--- src/rtl/regfile_wb_arbiter.sv ---
// Register-file write-back arbiter: one FIFO per result producer, round-robin
// selection and a registered single write port toward the register file.
// Optional macro WB_PENDING_EN adds the 'pending' per-register hazard vector.
module regfile_wb_arbiter #(
  parameter int unsigned NUM_SRC    = 2,
  parameter int unsigned ADDR_W     = 5,
  parameter int unsigned DATA_W     = 32,
  parameter int unsigned FIFO_DEPTH = 2
) (
  input  logic                      clk,
  input  logic                      reset,
  input  logic [NUM_SRC-1:0]        src_valid,
  output logic [NUM_SRC-1:0]        src_ready,
  input  logic [NUM_SRC*ADDR_W-1:0] src_addr,
  input  logic [NUM_SRC*DATA_W-1:0] src_data,
  output logic                      register_load,
  output logic [ADDR_W-1:0]         address_D,
  output logic [DATA_W-1:0]         bus_D,
`ifdef WB_PENDING_EN
  output logic [(2**ADDR_W)-1:0]    pending,
`endif
  output logic                      busy
);

  localparam int unsigned PtrW = $clog2(FIFO_DEPTH);
  localparam int unsigned CntW = PtrW + 1;
  localparam int unsigned SrcW = (NUM_SRC > 1) ? $clog2(NUM_SRC) : 1;

  typedef logic [PtrW-1:0] ptr_t;
  typedef logic [CntW-1:0] cnt_t;
  typedef logic [SrcW-1:0] src_t;

  // FIFO storage and bookkeeping
  logic [ADDR_W-1:0] mem_addr_q [NUM_SRC][FIFO_DEPTH];
  logic [ADDR_W-1:0] mem_addr_d [NUM_SRC][FIFO_DEPTH];
  logic [DATA_W-1:0] mem_data_q [NUM_SRC][FIFO_DEPTH];
  logic [DATA_W-1:0] mem_data_d [NUM_SRC][FIFO_DEPTH];
  ptr_t              rd_ptr_q   [NUM_SRC];
  ptr_t              rd_ptr_d   [NUM_SRC];
  ptr_t              wr_ptr_q   [NUM_SRC];
  ptr_t              wr_ptr_d   [NUM_SRC];
  cnt_t              count_q    [NUM_SRC];
  cnt_t              count_d    [NUM_SRC];

  // Arbitration state
  src_t              rr_q, rr_d;
  logic              grant_valid;
  src_t              grant_idx;
  logic [NUM_SRC-1:0] push, pop;
  logic [ADDR_W-1:0] pop_addr;
  logic [DATA_W-1:0] pop_data;

  // Output register
  logic              register_load_q, register_load_d;
  logic [ADDR_W-1:0] address_q, address_d;
  logic [DATA_W-1:0] data_q, data_d;
  logic              busy_q, busy_d;

  // Ready depends only on registered occupancy; a full FIFO never passes through
  always_comb begin
    src_ready = '0;
    for (int unsigned i = 0; i < NUM_SRC; i++) begin
      src_ready[i] = (count_q[i] != cnt_t'(FIFO_DEPTH));
    end
    push = src_valid & src_ready;
  end

  // Round-robin: first non-empty FIFO after the last granted index, with wrap
  always_comb begin
    int unsigned idx;
    src_t        cand;
    idx         = 0;
    cand        = '0;
    grant_valid = 1'b0;
    grant_idx   = rr_q;
    for (int unsigned off = 1; off <= NUM_SRC; off++) begin
      idx = 32'(rr_q) + off;
      if (idx >= NUM_SRC) begin
        idx = idx - NUM_SRC;
      end
      cand = src_t'(idx);
      if (!grant_valid && (count_q[cand] != '0)) begin
        grant_valid = 1'b1;
        grant_idx   = cand;
      end
    end
    pop = '0;
    for (int unsigned i = 0; i < NUM_SRC; i++) begin
      pop[i] = grant_valid && (grant_idx == src_t'(i));
    end
    pop_addr = mem_addr_q[grant_idx][rd_ptr_q[grant_idx]];
    pop_data = mem_data_q[grant_idx][rd_ptr_q[grant_idx]];
    rr_d     = grant_valid ? grant_idx : rr_q;
  end

  // FIFO next state: push writes at the tail, pop advances the head
  always_comb begin
    mem_addr_d = mem_addr_q;
    mem_data_d = mem_data_q;
    for (int unsigned i = 0; i < NUM_SRC; i++) begin
      rd_ptr_d[i] = rd_ptr_q[i];
      wr_ptr_d[i] = wr_ptr_q[i];
      if (push[i]) begin
        mem_addr_d[i][wr_ptr_q[i]] = src_addr[i*ADDR_W +: ADDR_W];
        mem_data_d[i][wr_ptr_q[i]] = src_data[i*DATA_W +: DATA_W];
        wr_ptr_d[i]                = wr_ptr_q[i] + 1'b1;
      end
      if (pop[i]) begin
        rd_ptr_d[i] = rd_ptr_q[i] + 1'b1;
      end
      count_d[i] = count_q[i] + cnt_t'(push[i]) - cnt_t'(pop[i]);
    end
  end

  // Output register next state; address 0 consumes a slot but never loads
  always_comb begin
    register_load_d = grant_valid && (pop_addr != '0);
    address_d       = grant_valid ? pop_addr : address_q;
    data_d          = grant_valid ? pop_data : data_q;
    busy_d          = register_load_d;
    for (int unsigned i = 0; i < NUM_SRC; i++) begin
      if (count_d[i] != '0) begin
        busy_d = 1'b1;
      end
    end
  end

  // Control state with asynchronous clear; buffered writes are dropped on reset
  always_ff @(posedge clk or negedge reset) begin
    if (!reset) begin
      rr_q            <= src_t'(NUM_SRC - 1);
      register_load_q <= 1'b0;
      address_q       <= '0;
      data_q          <= '0;
      busy_q          <= 1'b0;
      for (int unsigned i = 0; i < NUM_SRC; i++) begin
        rd_ptr_q[i] <= '0;
        wr_ptr_q[i] <= '0;
        count_q[i]  <= '0;
      end
    end else begin
      rr_q            <= rr_d;
      register_load_q <= register_load_d;
      address_q       <= address_d;
      data_q          <= data_d;
      busy_q          <= busy_d;
      for (int unsigned i = 0; i < NUM_SRC; i++) begin
        rd_ptr_q[i] <= rd_ptr_d[i];
        wr_ptr_q[i] <= wr_ptr_d[i];
        count_q[i]  <= count_d[i];
      end
    end
  end

  // Entry storage needs no reset: contents are only observed under count_q
  always_ff @(posedge clk) begin
    mem_addr_q <= mem_addr_d;
    mem_data_q <= mem_data_d;
  end

  assign register_load = register_load_q;
  assign address_D     = address_q;
  assign bus_D         = data_q;
  assign busy          = busy_q;

`ifdef WB_PENDING_EN
  // Outstanding-write vector: live FIFO entries plus a loading output register
  always_comb begin
    ptr_t occ_off;
    occ_off = '0;
    pending = '0;
    for (int unsigned i = 0; i < NUM_SRC; i++) begin
      for (int unsigned k = 0; k < FIFO_DEPTH; k++) begin
        occ_off = ptr_t'(k) - rd_ptr_q[i];
        if ({1'b0, occ_off} < count_q[i]) begin
          pending[mem_addr_q[i][k]] = 1'b1;
        end
      end
    end
    if (register_load_q) begin
      pending[address_q] = 1'b1;
    end
    pending[0] = 1'b0;
  end
`endif

endmodule
--- config.mk ---
export PLATFORM = sky130hd
export DESIGN_NAME = regfile_wb_arbiter
export DESIGN_NICKNAME = d
export VERILOG_FILES = /design/src/rtl/regfile_wb_arbiter.sv
export SDC_FILE = /design/constraint.sdc
export NUM_CORES = 1
export LEC_CHECK = 0
export CORE_MARGIN = 2
export CORE_UTILIZATION = 48
export DETAILED_ROUTE_END_ITERATION = 8
export PLACE_DENSITY_LB_ADDON = 0.15
export SLEW_MARGIN = 20
export SYNTH_ARGS = -nofsm -noshare
export SYNTH_HDL_FRONTEND = slang
export SYNTH_SLANG_ARGS = --single-unit
--- constraint.sdc ---
create_clock -name clk -period 2.7 [get_ports clk]
set_input_delay 0.54 -clock clk [delete_from_list [all_inputs] [get_ports clk]]
set_output_delay 0.54 -clock clk [all_outputs]
set_load 0.005 [all_outputs]
After elaboration in Yosys (flattened, before gate mapping)
Index checks and enable logic that the tools add are counted.
{ "op_classes": {"n_eq_ne": 2, "bitwise": 8, "reduce_logical": 12, "addsub": 12, "n_mux": 41, "n_lt_le_gt_ge": 10} }
{ "ops": {"columns": ["cell", "count"], "rows": [
  ["$mux W64", 3],
  ["$mux W32", 5],
  ["$bwmux W64", 2],
  ["$demux W32 S1", 2],
  ["$mux W10", 3],
  ["$mux W5", 5],
  ["$bwmux W10", 2],
  ["$ge A2 B2 Y1 const B", 7],
  ["$mux W2", 6],
  ["$not A1 Y2", 6],
  ["$mux W1", 11],
  ["$demux W5 S1", 2],
  ["$reduce_bool A2 Y1", 4],
  ["$logic_and A1 B1 Y1", 6],
  ["$reduce_bool A5 Y1", 1],
  ["$add A1 B1 Y1 const B", 4],
  ["$add A2 B1 Y2", 2],
  ["$lt A2 B1 Y1 const B", 2],
  ["$ne A2 B2 Y1 const B", 2],
  ["$sub A2 B1 Y2", 2],
  ["$add A1 B2 Y3 const B", 1],
  ["$ge A3 B2 Y1 const B", 1],
  ["$add A1 B1 Y2 const B", 1],
  ["$and A2 B2 Y2", 1],
  ["3 further kinds", 4]
]} }
{ "totals": {"elab_cells": 104, "out_inout_bits": 41, "inputBits": 78, "register_bits": 196} }

Longest topological paths before layout
Gate-level depths: netlist of run 1.
{ "logic_depth": {"ltp_word": 24, "mapped_depth": 11, "mapped_depth_nobuf": 10} }

Worst setup path after synthesis of run 1
OpenSTA, ideal clock, no wires.
{ "synth_path": {"path_kind": "register -> register", "from": "register count_q[0] (netlist name)", "to": "register mem_addr_q[5] (netlist name), enable pin", "path_buffers": 0, "path_slack_ns": -0.033, "setup_ns": 0.431, "required_time_ns": 2.269, "stages_incl_launch_ff": 4, "arrival_ns": 2.302, "period_less_slack_ns": 2.733, "path_cell_list": "dfrtp_1 -> nand2b_1 -> nand2_1 -> nor2_1"} }
{ "synth_via": {"elab_chain_len": 2} }
{ "synth_lines": {"columns": ["item", "line_no", "text"], "rows": [
  ["from (decl)", "42", "cnt_t count_q [NUM_SRC];"],
  ["from (signal, indexed assignment)", "150", "count_q[i] <= count_d[i];"],
  ["$ne A2 B2 Y1", "63", "src_ready[i] = (count_q[i] != cnt_t'(FIFO_DEPTH));"],
  ["named net src_ready[1]", "13", "output logic [NUM_SRC-1:0] src_ready,"],
  ["$and A2 B2 Y2", "65", "push = src_valid & src_ready;"],
  ["to (signal assigned)", "157", "mem_addr_q <= mem_addr_d;"],
  ["to (decl)", "34", "logic [ADDR_W-1:0] mem_addr_q [NUM_SRC][FIFO_DEPTH];"]
]} }
The timed path passes the listed nets, and every way through them passes these cells.
A chain may end at the register's enable or synchronous reset.

Final worst setup path of run 1
{ "layout_path": {"from": "register count_q[0] (netlist name)", "to": "output src_ready[1]"} }
{ "layout_via": {"elab_chain_len": 1} }
{ "layout_lines": {"columns": ["item", "line_no"], "rows": [
  ["$ne A2 B2 Y1", "63"],
  ["to (decl)", "13"]
]} }
No other way between the ends.

==> results of run 1 <==
## synthesized netlist by cell type (3+ instances only)
cell type	n	share of area
edfxtp_1	148	0.58
mux2i_1	75	0.099
dfrtp_1	47	0.15
nand2_1	39	0.019
o21ai_1	32	0.021
mux2_2	31	0.046
buf_4	9	0.0089
mux2_1	6	0.0089
o21ai_0	6	0.0039
xnor2_1	6	0.0069
buf_2	4	0.0026
buf_6	4	0.0059
clkbuf_1	4	0.0020
ha_1	4	0.0066
nor2_1	4	0.0020
nor4_1	3	0.0025
## stage by stage
| step | util | cells | worst slack, ns | hold slack [ns] |
|---|---|---|---|---|
| floorplan | - | 445 | 0.0738 | 0.244 |
| global placement | 0.577 | 768 | 0.315 | 0.465 |
| detailed placement | 0.577 | 768 | 0.286 | 0.469 |
| CTS | 0.610 | 800 | 0.541 | 0.111 |
| global route | 0.610 | 800 | 0.329 | 0.121 |
| finish | 0.610 | 800 | 0.562 | 0.106 |
## power by group
group          internal [mW]  switching (mW)  total, mW  leakage, nW
Clock                   1.19            1.03       2.22        0.250
Sequential              4.26           0.496       4.76         1.93
Combinational           1.98            1.73       3.71         1.31
## flip-flops by register name, indices dropped and copies added (netlist names)
| signal | cells |
|---|---|
| register_load | 1 |
| rd_ptr_q | 2 |
| bus_D | 32 |
| rr_q | 1 |
| count_q | 4 |
| busy | 1 |
| address_D | 5 |
| mem_addr_q | 20 |
| mem_data_q | 128 |
| wr_ptr_q | 2 |
## critical path: cells and delay by family (launching register included)
| kind | cells | cell delay (ns) |
|---|---|---|
| buffers and inverters | 1 | 0.51 |
| flip-flops | 1 | 0.48 |
| AND/OR/NAND/NOR | 1 | 0.18 |
## layer usage
layer / wire length [um] / vias to the layer above / GRT usage / part of all wire
met2: 7870 / 90 / 0.326 / 0.52
met5: 0 / - / 0 / 0
met1: 6460 / 2040 / 0.239 / 0.43
met3: 547 / 13 / 0.0459 / 0.036
met4: 185 / 0 / 0.0614 / 0.012
li1: - / 1925 / - / -
## worst paths after layout
check                           startpoint           end  slack, ns  cells past startpoint
max in group asynchronous            reset          rr_q       1.96                      2
worst min register to register   bus_D[15]     bus_D[15]       0.48                      2
worst min-delay path                 reset     bus_D[29]       0.11                      1
worst max register to register  count_q[3]          busy       0.57                      9
min in group clk                 bus_D[15]     bus_D[15]       0.48                      2
worst max-delay path            count_q[0]  src_ready[1]       0.56                      2
## kinds of logic (layout without fill, tap and decap cells)
family,count (synthesis),after routing,synth area share
simple gates,59,59,0.0373
fa+ha+maj,4,4,0.00658
mux,113,113,0.156
buf+inv,24,163,0.0214
flops,196,196,0.742
xor+xnor,8,8,0.00921
compound gates,41,41,0.0273
## final cells by class
| class | count | area, sq um |
|---|---|---|
| fillers | 1213 | 6130 |
| flip-flops and latches | 196 | 5650 |
| multi-input cells | 225 | 1820 |
| repair buffers | 129 | 1320 |
| clock buffers | 21 | 450 |
| well taps | 216 | 270 |
| clock inverters | 11 | 65.1 |
| inverters | 2 | 7.51 |
==> reports/metrics.cfg, run 1 <==
[status]
status=complete, no violations

[yosys]
syn-instance-count=445
synth-edff-count=148
synth_cell_type_count=31
syn_area_sq_um=7610
async_reset_ff_frac=0.245
ys_seq_area_frac=0.742
synthFlopType=edfxtp_1
syn_avg_cell_area_sq_um=17.1
synth.net_count=527
ys_ff_latch=196
yosys_warnings=0

[cts]
cts_setup_buffers=0
cts_buffers=17
worstSkewPairLatency_ns=0.43
ctsHoldBuffers=0
clk_pin_slew_worst_paths_ns=0.07
cts_resized=0
cts-root-buf=clkbuf_16
ctsLongestPathBuffers=2
clock_sinks=196
cts_tree=yes
htreeDepth=4

[setup_path]
critPathMaxStageDelay_ns=0.51
start_kind=register
cp-end-kind=output port
worstPathRequired_ns=2.16
cp_max_fo=4
crit_type=reg2out
cp_cell_sequence=nand2b_1 > clkdlybuf4s50_1
crit_arrival_ns=1.60
critPathSlowestCell=clkdlybuf4s50_1

[route]
drc_errors=0
vias_per_cell=5.09
drt-initial-drc-count=210
wl_per_cell_um=18.8
vias=4068
dr.pass1.iters=5
ant_nets=0
routed_wl_um=15100

[final_layout]
areaGrowthSynthToFinish_pct=25.9
antenna_cells=0
fin_area_sq_um=9580
layout-drive-gt1-share=0.140
mostFrequentLayoutCell=edfxtp_1
layout_common_cells=edfxtp_1, clkdlybuf4s50_1, mux2i_1, dfrtp_1, nand2_1
nNetsFinal=653

[grt]
antenna_found_initial=0
grt_use_total=0.190
grt_max_degree=77
grt-ovfl-total=0
grt_pass1_vias=4307
grt_first_pass_wirelength_um=23100

[sta]
finalMaxSlewViolations=0
worst_pin_slew_ns=0.777
fin_crit_ns=2.14
finClkSkew_ns=0.0101
max_slew_margin=0.482
rsz0062_at_grt=false
fin_crit_sh=0.792
setup_viol=0
setup_tns_ns=0
fmax_mhz=468
finalHoldViolations=0

[die]
core_sq_um=15700
fp.dieH_um=130
rows=46
io_pins=119
die_w_um=130
start_util=0.484
dieArea_sq_um=16900

[place]
placed_area_sq_um=9070
hpwlAfterDp_um=9520
port_buffers=118
place_congestion=0.718

[power_and_ir_drop]
fin_total_pwr_mw=10.7
powerDensity_nw_per_um2=1120
ir_worst_vdd_mv=0.567
power.leakage_nw=3.49

[flow_run]
maxCapViolations=0

[min_path]
hold_class=in2async

(Power assumes the default switching activity.)
==> run 2, diff against run 1 <==
--- a/config.mk
+++ b/config.mk
@@ -6,7 +6,7 @@
 export NUM_CORES = 1
 export LEC_CHECK = 0
 export CORE_MARGIN = 2
-export CORE_UTILIZATION = 48
+export CORE_UTILIZATION = 53
 export DETAILED_ROUTE_END_ITERATION = 8
 export PLACE_DENSITY_LB_ADDON = 0.15
 export SLEW_MARGIN = 20
==> constraint.sdc (replaced) <==
create_clock -name clk -period 2.2 [get_ports clk]
set_input_delay 0.44 -clock clk [delete_from_list [all_inputs] [get_ports clk]]
set_output_delay 0.44 -clock clk [all_outputs]
set_load 0.005 [all_outputs]
==> reports/metrics.cfg, run 2 (synthesized netlist as in run 1, its figures left out) <==
[die]
rows=43  ; -6.5%
core_sq_um=13900  ; -11%
start_util=0.546  ; +0.0618
dieArea_sq_um=15300  ; -9.1%
fp.dieH_um=124  ; -4.7%
die_w_um=124  ; -4.7%
io_pins=119  ; unchanged

[place]
place_congestion=0.754  ; +4.9%
hpwlAfterDp_um=8900  ; -6.5%
port_buffers=118  ; unchanged
placed_cells=733  ; -4.6%
placed_area_sq_um=9040  ; -0.28%

[cts]
clock_sinks=196  ; unchanged
cts_buffers=17  ; unchanged
worstSkewPairLatency_ns=0.42  ; about the same
clk_pin_slew_worst_paths_ns=0.07  ; about the same
ctsLongestPathBuffers=2  ; unchanged
htreeDepth=4  ; unchanged
cts_tree=yes
cts-root-buf=clkbuf_16

[setup_path]
crit_arrival_ns=2.56  ; +0.96 ns
path_buf_inv=1  ; unchanged
start_kind=register
cp_cell_sequence=or2_4 > nor3_4 > nor2_2 > ha_1 > inv_2 > ha_4 > xnor2_4 > xnor2_2 > nor4_2 > o21ai_1
worstPathRequired_ns=2.47  ; +0.31 ns
r2r_cells=10  ; +1
cp_max_fo=3  ; -1
r2r_slack_ns=-0.09  ; -0.66 ns
critPathMaxStageDelay_ns=0.41  ; -0.10 ns
crit_type=reg2reg
cp-startpoint=count_q[3]
regToRegStartpoint=count_q[3]
cp-end-kind=register
critPathTopFamily=simple AND/OR/NAND/NOR gates
endpoint=busy
cp_num_cells=10  ; +8
r2r-end=busy
critPathSlowestCell=dfrtp_1

[final_layout]
fillers=942  ; -22%
nNetsFinal=658  ; +0.77%
regMostFlops=mem_data_q
instances_no_fill=769  ; -3.9%
fin_area_sq_um=9640  ; +0.63%
layout-drive-gt1-share=0.163  ; +0.0226
antenna_cells=0  ; unchanged
largest_reg_flops=128  ; unchanged
layout_common_cells=edfxtp_1, clkdlybuf4s50_1, mux2i_1, dfrtp_1, nand2_1
areaGrowthSynthToFinish_pct=26.7
mostFrequentLayoutCell=edfxtp_1

[grt]
grt_use_total=0.201  ; +0.0111
grt_first_pass_wirelength_um=22100  ; -4.1%
grt-ovfl-total=0  ; unchanged
grt_max_degree=77  ; unchanged
grt_pass1_vias=4237  ; -1.6%
antenna_found_initial=0  ; unchanged

[route]
drt-initial-drc-count=231  ; +10%
drc_errors=0  ; unchanged
ant_nets=0  ; unchanged
dr.pass1.iters=4  ; -1
wl_per_cell_um=18.9  ; +0.28%
vias=4114  ; +1.1%
routed_wl_um=14500  ; -3.6%
vias_per_cell=5.35  ; +5.2%

[sta]
rsz0062_at_grt=true
finalMaxSlewViolations=0  ; unchanged
finalHoldViolations=0  ; unchanged
finClkSkew_ns=0.00687  ; -0.00322 ns
fin_crit_sh=1.04
fmax_mhz=437
fin_ws_ns=-0.0884  ; -0.651 ns
worst_pin_slew_ns=0.794  ; +0.0163 ns
max_slew_margin=0.471  ; -0.0109
setup_viol=1  ; +1
setup_tns_ns=-0.0884  ; -0.0884 ns
fin_crit_ns=2.29
holdWs_ns=0.00886  ; -0.0975 ns

[power_and_ir_drop]
powerDensity_nw_per_um2=1400  ; +25%
power.leakage_nw=3.53  ; +1.1%
ir_worst_vdd_mv=0.702  ; +24%
fin_total_pwr_mw=13.5  ; +26%

[flow_run]
maxCapViolations=0  ; unchanged

[min_path]
hold_class=in2async

[status]
violations=negative setup slack
status=complete, but fails checks

-- run 2: how the worst min path moves through the flow --
stage,cells after the start,end,slack [ns],from
floorplan,0,address_D[0],0.14,reset
global placement,1,bus_D[28],0.45,reset
global route,1,bus_D[28],0.02,reset
detailed placement,1,bus_D[28],0.46,reset
finish,1,bus_D[28],0.009,reset
CTS,1,bus_D[28],0.01,reset
-- run 2: what timing repair did --
action	4_1_cts	5_1_grt
endpoints found under the hold margin	0	0
hold buffers	0	0
setup buffers	0	4
endpoints found under the setup margin	0	2
gates resized for setup	0	9
-- run 2: per-stage QoR --
stage	utilization	setup slack, ns
floorplan	-	0.00914
global placement	0.649	0.00235
detailed placement	0.649	-0.0644
CTS	0.686	0.00854
global route	0.692	-0.200
finish	0.692	-0.0884
-- run 2: routing by layer --
layer  track usage  vias up  share of wire
li1              -     1930              -
met1         0.252     2082           0.43
met2         0.341       85           0.51
met3        0.0504       17          0.039
met4        0.0696        0          0.013
met5             0        -              0
-- run 2: area by class of cell --
class                      count  area, sq um  share of cell area
clock buffer                  18          429              0.0445
sequential                   196         5650               0.586
clock inverter                14         90.1             0.00934
timing repair buffer         134         1370               0.142
inverter                       2         7.51            0.000779
tap                          180          225              0.0234
multi-input combinational    225         1870               0.194
-- run 2: report_power, final --
| group | total (mW) | internal, mW | switching (mW) | leakage (nW) |
|---|---|---|---|---|
| logic | 4.91 | 2.68 | 2.23 | 1.35 |
| registers | 5.84 | 5.23 | 0.612 | 1.93 |
| clock network | 2.72 | 1.43 | 1.29 | 0.249 |
| total | 13.5 | 9.34 | 4.13 | 3.53 |
-- run 2: worst reg2reg max path, delay by kind of cell (launching register included) --
kind	cells	cell delay [ns]
simple gates	4	0.84
xor+xnor	2	0.30
compound gates	1	0.11
buf+inv	1	0.04
flops	1	0.41
fa+ha+maj	2	0.45
